`config.mk`:
```
export PLATFORM = sky130hd
export DESIGN_NAME = stopwatch_ctrl
export DESIGN_NICKNAME = d
export VERILOG_FILES = /design/src/rtl/stopwatch_pkg.sv /design/src/rtl/btn_debounce.sv /design/src/rtl/stopwatch_ctrl.sv
export SDC_FILE = /design/constraint.sdc
export NUM_CORES = 1
export LEC_CHECK = 0
export CAP_MARGIN = 10
export CORE_ASPECT_RATIO = 0.9
export CORE_UTILIZATION = 40
export CTS_CLUSTER_DIAMETER = 200
export DETAILED_ROUTE_END_ITERATION = 6
export DONT_BUFFER_PORTS = 1
export PLACE_DENSITY = 0.65
export SYNTH_ARGS = -nofsm -noshare
export SYNTH_HDL_FRONTEND = slang
export SYNTH_SLANG_ARGS = --single-unit
export TNS_END_PERCENT = 50
```
`constraint.sdc`:
```
create_clock -name clk -period 5.52 [get_ports clk]
set_clock_uncertainty 0.15 [all_clocks]
set_input_delay 1.104 -clock clk [delete_from_list [all_inputs] [get_ports clk]]
set_output_delay 1.104 -clock clk [all_outputs]
set_load 0.02 [all_outputs]
```
`src/rtl/stopwatch_pkg.sv`:
```
// Shared types and widths for the stopwatch control slice.
package stopwatch_pkg;

  localparam int MIN_W = 6;
  localparam int SEC_W = 6;
  localparam int MS_W  = 7;

  typedef enum logic [1:0] {
    ST_IDLE  = 2'd0,
    ST_RUN   = 2'd1,
    ST_LAP   = 2'd2,
    ST_PAUSE = 2'd3
  } state_t;

  typedef struct packed {
    logic [MIN_W-1:0] min;
    logic [SEC_W-1:0] sec;
    logic [MS_W-1:0]  ms_10;
  } time_t;

endpackage

```
`src/rtl/btn_debounce.sv`:
```
// Button conditioning: 2-FF synchroniser, stability counter and a rising-edge
// press pulse on the debounced level.
module btn_debounce #(
  parameter int DB_CYCLES = 1000000
) (
  input  logic clk,
  input  logic rst,
  input  logic btn_raw,
  output logic level,
  output logic press
);

  localparam int CNT_W = $clog2(DB_CYCLES);

  logic             r_meta;
  logic             r_sync;
  logic             r_level;
  logic             r_level_d;
  logic [CNT_W-1:0] r_cnt;

  // Two-stage synchroniser for the asynchronous button input.
  always_ff @(posedge clk or posedge rst) begin
    if (rst) begin
      r_meta <= 1'b0;
      r_sync <= 1'b0;
    end else begin
      r_meta <= btn_raw;
      r_sync <= r_meta;
    end
  end

  // The level flips only after DB_CYCLES consecutive cycles of disagreement.
  always_ff @(posedge clk or posedge rst) begin
    if (rst) begin
      r_cnt   <= '0;
      r_level <= 1'b0;
    end else if (r_sync == r_level) begin
      r_cnt   <= '0;
      r_level <= r_level;
    end else if (r_cnt == CNT_W'(DB_CYCLES - 1)) begin
      r_cnt   <= '0;
      r_level <= r_sync;
    end else begin
      r_cnt   <= r_cnt + CNT_W'(1);
      r_level <= r_level;
    end
  end

  // Delayed copy of the debounced level for edge detection.
  always_ff @(posedge clk or posedge rst) begin
    if (rst) begin
      r_level_d <= 1'b0;
    end else begin
      r_level_d <= r_level;
    end
  end

  assign level = r_level;
  assign press = r_level & ~r_level_d;

endmodule

```
`src/rtl/stopwatch_ctrl.sv`:
```
// Stopwatch control sequencer: button conditioning, IDLE/RUN/LAP/PAUSE FSM,
// lap snapshot and registered display time bus.
module stopwatch_ctrl
  import stopwatch_pkg::*;
#(
  parameter int DB_CYCLES = 1000000
) (
  input  logic             clk,
  input  logic             rst,
  input  logic             btn_ss,
  input  logic             btn_lap,
  input  logic             btn_clr,
  input  logic [MIN_W-1:0] min_i,
  input  logic [SEC_W-1:0] sec_i,
  input  logic [MS_W-1:0]  ms_10_i,
  output logic             run_en,
  output logic             clr_o,
  output logic [MIN_W-1:0] min_o,
  output logic [SEC_W-1:0] sec_o,
  output logic [MS_W-1:0]  ms_10_o,
  output logic             lap_valid,
  output logic [1:0]       state_o
);

  logic       w_ev_ss;
  logic       w_ev_lap;
  logic       w_ev_clr;
  logic [2:0] w_unused_levels;

  state_t r_state;
  state_t w_next;
  logic   w_clr;
  logic   w_cap;
  time_t  w_live;
  time_t  w_disp_next;

  logic   r_run_en;
  logic   r_lap_valid;
  logic   r_clr;
  time_t  r_lap;
  time_t  r_disp;

  btn_debounce #(.DB_CYCLES(DB_CYCLES)) u_db_ss (
    .clk     (clk),
    .rst     (rst),
    .btn_raw (btn_ss),
    .level   (w_unused_levels[0]),
    .press   (w_ev_ss)
  );

  btn_debounce #(.DB_CYCLES(DB_CYCLES)) u_db_lap (
    .clk     (clk),
    .rst     (rst),
    .btn_raw (btn_lap),
    .level   (w_unused_levels[1]),
    .press   (w_ev_lap)
  );

  btn_debounce #(.DB_CYCLES(DB_CYCLES)) u_db_clr (
    .clk     (clk),
    .rst     (rst),
    .btn_raw (btn_clr),
    .level   (w_unused_levels[2]),
    .press   (w_ev_clr)
  );

  assign w_live = {min_i, sec_i, ms_10_i};

  // Next state with clr > ss > lap priority, restricted to events legal in each state.
  always_comb begin
    w_next = r_state;
    w_clr  = 1'b0;
    w_cap  = 1'b0;
    case (r_state)
      ST_IDLE: begin
        if (w_ev_clr) begin
          w_clr = 1'b1;
        end else if (w_ev_ss) begin
          w_next = ST_RUN;
        end else begin
          w_next = ST_IDLE;
        end
      end
      ST_RUN: begin
        if (w_ev_ss) begin
          w_next = ST_PAUSE;
        end else if (w_ev_lap) begin
          w_next = ST_LAP;
          w_cap  = 1'b1;
        end else begin
          w_next = ST_RUN;
        end
      end
      ST_LAP: begin
        if (w_ev_ss) begin
          w_next = ST_PAUSE;
        end else if (w_ev_lap) begin
          w_cap = 1'b1;
        end else begin
          w_next = ST_LAP;
        end
      end
      ST_PAUSE: begin
        if (w_ev_clr) begin
          w_next = ST_IDLE;
          w_clr  = 1'b1;
        end else if (w_ev_ss) begin
          w_next = ST_RUN;
        end else begin
          w_next = ST_PAUSE;
        end
      end
      default: begin
        w_next = ST_IDLE;
      end
    endcase
  end

  // A fresh capture is shown on the same edge that enters or stays in LAP.
  always_comb begin
    w_disp_next = w_live;
    if (w_cap) begin
      w_disp_next = w_live;
    end else if (w_next == ST_LAP) begin
      w_disp_next = r_lap;
    end else begin
      w_disp_next = w_live;
    end
  end

  // FSM state and its registered decodes.
  always_ff @(posedge clk or posedge rst) begin
    if (rst) begin
      r_state     <= ST_IDLE;
      r_run_en    <= 1'b0;
      r_lap_valid <= 1'b0;
      r_clr       <= 1'b0;
    end else begin
      r_state     <= w_next;
      r_run_en    <= (w_next == ST_RUN) || (w_next == ST_LAP);
      r_lap_valid <= (w_next == ST_LAP);
      r_clr       <= w_clr;
    end
  end

  // Lap snapshot and display bus.
  always_ff @(posedge clk or posedge rst) begin
    if (rst) begin
      r_lap  <= '0;
      r_disp <= '0;
    end else begin
      if (w_cap) begin
        r_lap <= w_live;
      end else begin
        r_lap <= r_lap;
      end
      r_disp <= w_disp_next;
    end
  end

  assign run_en    = r_run_en;
  assign lap_valid = r_lap_valid;
  assign clr_o     = r_clr;
  assign state_o   = r_state;
  assign min_o     = r_disp.min;
  assign sec_o     = r_disp.sec;
  assign ms_10_o   = r_disp.ms_10;

endmodule

```
==> metrics.yaml <==
hold_path.class: "flip-flop to flip-flop"
drtAntennaViolNets: 0
max_freq_ghz: 0.332
cts_tree: "built"
layout-drive-gt1-share_pct: 19.6
grt_overflow: 0
multi_input_area_um2: 2100
clk_pin_slew_ns: 0.06
fillers: 1086
powerDensity_nw_per_um2: 347
dr.pass1.iters: 4
clockRootBuffer: "clkbuf_16"
fin_crit_ns: 3.01
final-setup-viol-count: 0
grt_max_degree: 61
routabilityCongestion: 0.766
fin_setup_tns_ns: 0
cts.repair.resized: 0
finalWorstSetupSlack_ns: 2.51
fin_cells: 635
postCtsSetupBuffers: 0
critical_path_class: "flip-flop to flip-flop"
postCtsHoldBufs: 0
synthXorXnorAreaFrac_pct: 6.16
clk_latency_ns: 0.41
grtUsageMet2_pct: 24.2
cp_max_fo: 19
cts_buffer_depth: 2
grt_use_met3_pct: 7.21
synth_top_flop_cell: "dfrtp_1"
outcome: "finished clean"
ys_seq_area_share_pct: 56.2
antenna_found_initial: 0
max_slew_margin_pct: 36.4
startpoint_type: "flip-flop"
routed_wl_mm: 9.52
hpwl_mm: 6.25
drc: 0
gr-usage-met1_pct: 20.5
cp.arrival_ns: 3.15
post_drt_via_cell_ratio: 5.17
yosysUniqueCellTypes: 42
wl_per_cell_um: 15.0
cts-buffers-inserted: 17
synth-simple-area-share_pct: 17.0
rows: 38
grt_pass1_wl_mm: 16.5
final-seq-area_um2: 2880
nets: 494
grt-busiest-layer: "met2"
synth_compound_area_share_pct: 6.67
grt_pass1_vias: 3440
diodes: 0
grt_usage_pct: 16.3
rsz0062_at_grt: "no"
hold_viol: 0
die_area_um2: 13300
placed_cells: 603
synth_top_family_by_area: "simple AND/OR/NAND/NOR gates"
layout_commonest_cell: "dfrtp_1"
synth_nets: 486
yosysWarningCount: 0
leakage_uw: 0.00247
synthMuxAreaShare_pct: 9.01
vias: 3286
slew_viol_final: 0
clkSinkCount: 115
synth_edf_count: 0
syn_area_um2: 5120
io_pins: 48
htreeDepth: 4
mostFrequentLayoutCells: "115 x dfrtp_1, 45 x nor2_1, 41 x mux2_2"
place_ws_ns: 2.50
netlist_instances: 454
avgSynthCellArea_um2: 11.3
peakVddDrop_mv: 0.220
synthAdderAreaFrac_pct: 1.95
max-cap-violations: 0
chipHeight_um: 109
async_reset_ff_share_pct: 100
critPathRequiredTime_ns: 5.66
numPortBuffers: 0
start_util_pct: 41.8
core-area_um2: 12300
ys_seq_elements: 115
syn_to_final_growth_pct: 15.3
tightest_slew_ns: 0.954
die_w_um: 121
cp-end-kind: "flip-flop"
drt_first_iter_violations: 188
fin_crit_sh_pct: 54.5
## routing by layer
| metal | wire length, µm | up-vias |
|---|---|---|
| met3 | 598 | 12 |
| li1 | - | 1609 |
| met4 | 125 | 0 |
| met2 | 4340 | 62 |
| met1 | 4450 | 1603 |
| met5 | 0 | - |
## cells by family after synthesis
group           Yosys count
mux                      41
simple gates            164
compound gates           53
xor+xnor                 36
flops                   115
buf+inv                  37
fa+ha+maj                 8
## sequential cells by signal (all words and copies together) (netlist names), 2 cells and up
register        flops
u_db_clr.r_cnt     20
u_db_lap.r_cnt     20
u_db_ss.r_cnt      20
r_lap              19
ms_10_o             7
min_o               6
sec_o               6
state_o             2
## power by group
part	switching (µW)	internal (µW)
Combinational	30.0	13.0
Sequential	20.9	858
Clock	401	727
Total	451	1600
## critical path, cell delays in order (launching register included)
cell      delay (ns)
dfrtp_1         0.55
inv_1           0.13
ha_1            0.22
a21boi_0        0.14
a311oi_1        0.26
o22ai_1         0.14
ha_1            0.21
nand2b_1        0.67
mux2_2          0.42
## path summary, 6_finish.rpt
kind	endpoint	slack, ns	cells past startpoint	startpoint
max reg2reg	sec_o[0]	2.51	8	state_o[1]
max	sec_o[0]	2.51	8	state_o[1]
min reg2reg	u_db_clr.r_sync	0.20	0	u_db_clr.r_meta
min	u_db_clr.r_sync	0.20	0	u_db_clr.r_meta
max in group asynchronous	u_db_clr.r_cnt[16]	3.49	2	rst
min in group asynchronous	sec_o[5]	0.55	1	rst
## cell usage after synthesis (all sizes together) (3+ instances only)
cell type | count | share of area, %
a21oi | 21 | 2.1
a31o | 3 | 0.51
and2 | 4 | 0.49
and3 | 3 | 0.37
buf | 8 | 0.90
clkbuf | 6 | 0.44
dfrtp | 115 | 56
ha | 8 | 2.0
inv | 23 | 1.7
mux2 | 41 | 9.0
nand2 | 19 | 1.4
nand2b | 4 | 0.49
nand3 | 24 | 2.5
nand4 | 12 | 1.5
nor2 | 45 | 3.3
nor3 | 10 | 0.98
nor4 | 7 | 0.85
o21ai | 15 | 1.7
o31ai | 8 | 1.4
or2 | 4 | 0.49
or3 | 10 | 1.2
or4 | 16 | 2.5
xnor2 | 24 | 4.1
xor2 | 12 | 2.1
## stage by stage
stage                     power, µW  cell area [µm²]  utilization (%)  hold slack, ns
after global placement          937             5290             43.1           0.185
after floorplan                 926             5120                -           0.181
after global routing           2120             5910             48.2           0.217
after detailed placement        938             5290             43.1           0.191
after CTS                      2070             5910             48.2           0.204
final                          2050             5910             48.2           0.204
## area by class of cell
type | count | share of cell area [%]
Sequential cell | 115 | 48.7
Multi-Input combinational cell | 302 | 35.6
Clock buffer | 18 | 7.43
Tap cell | 160 | 3.39
Clock inverter | 14 | 2.99
Inverter | 23 | 1.50
Timing Repair Buffer | 3 | 0.381
No activity file was read; power rests on OpenSTA's default activity.
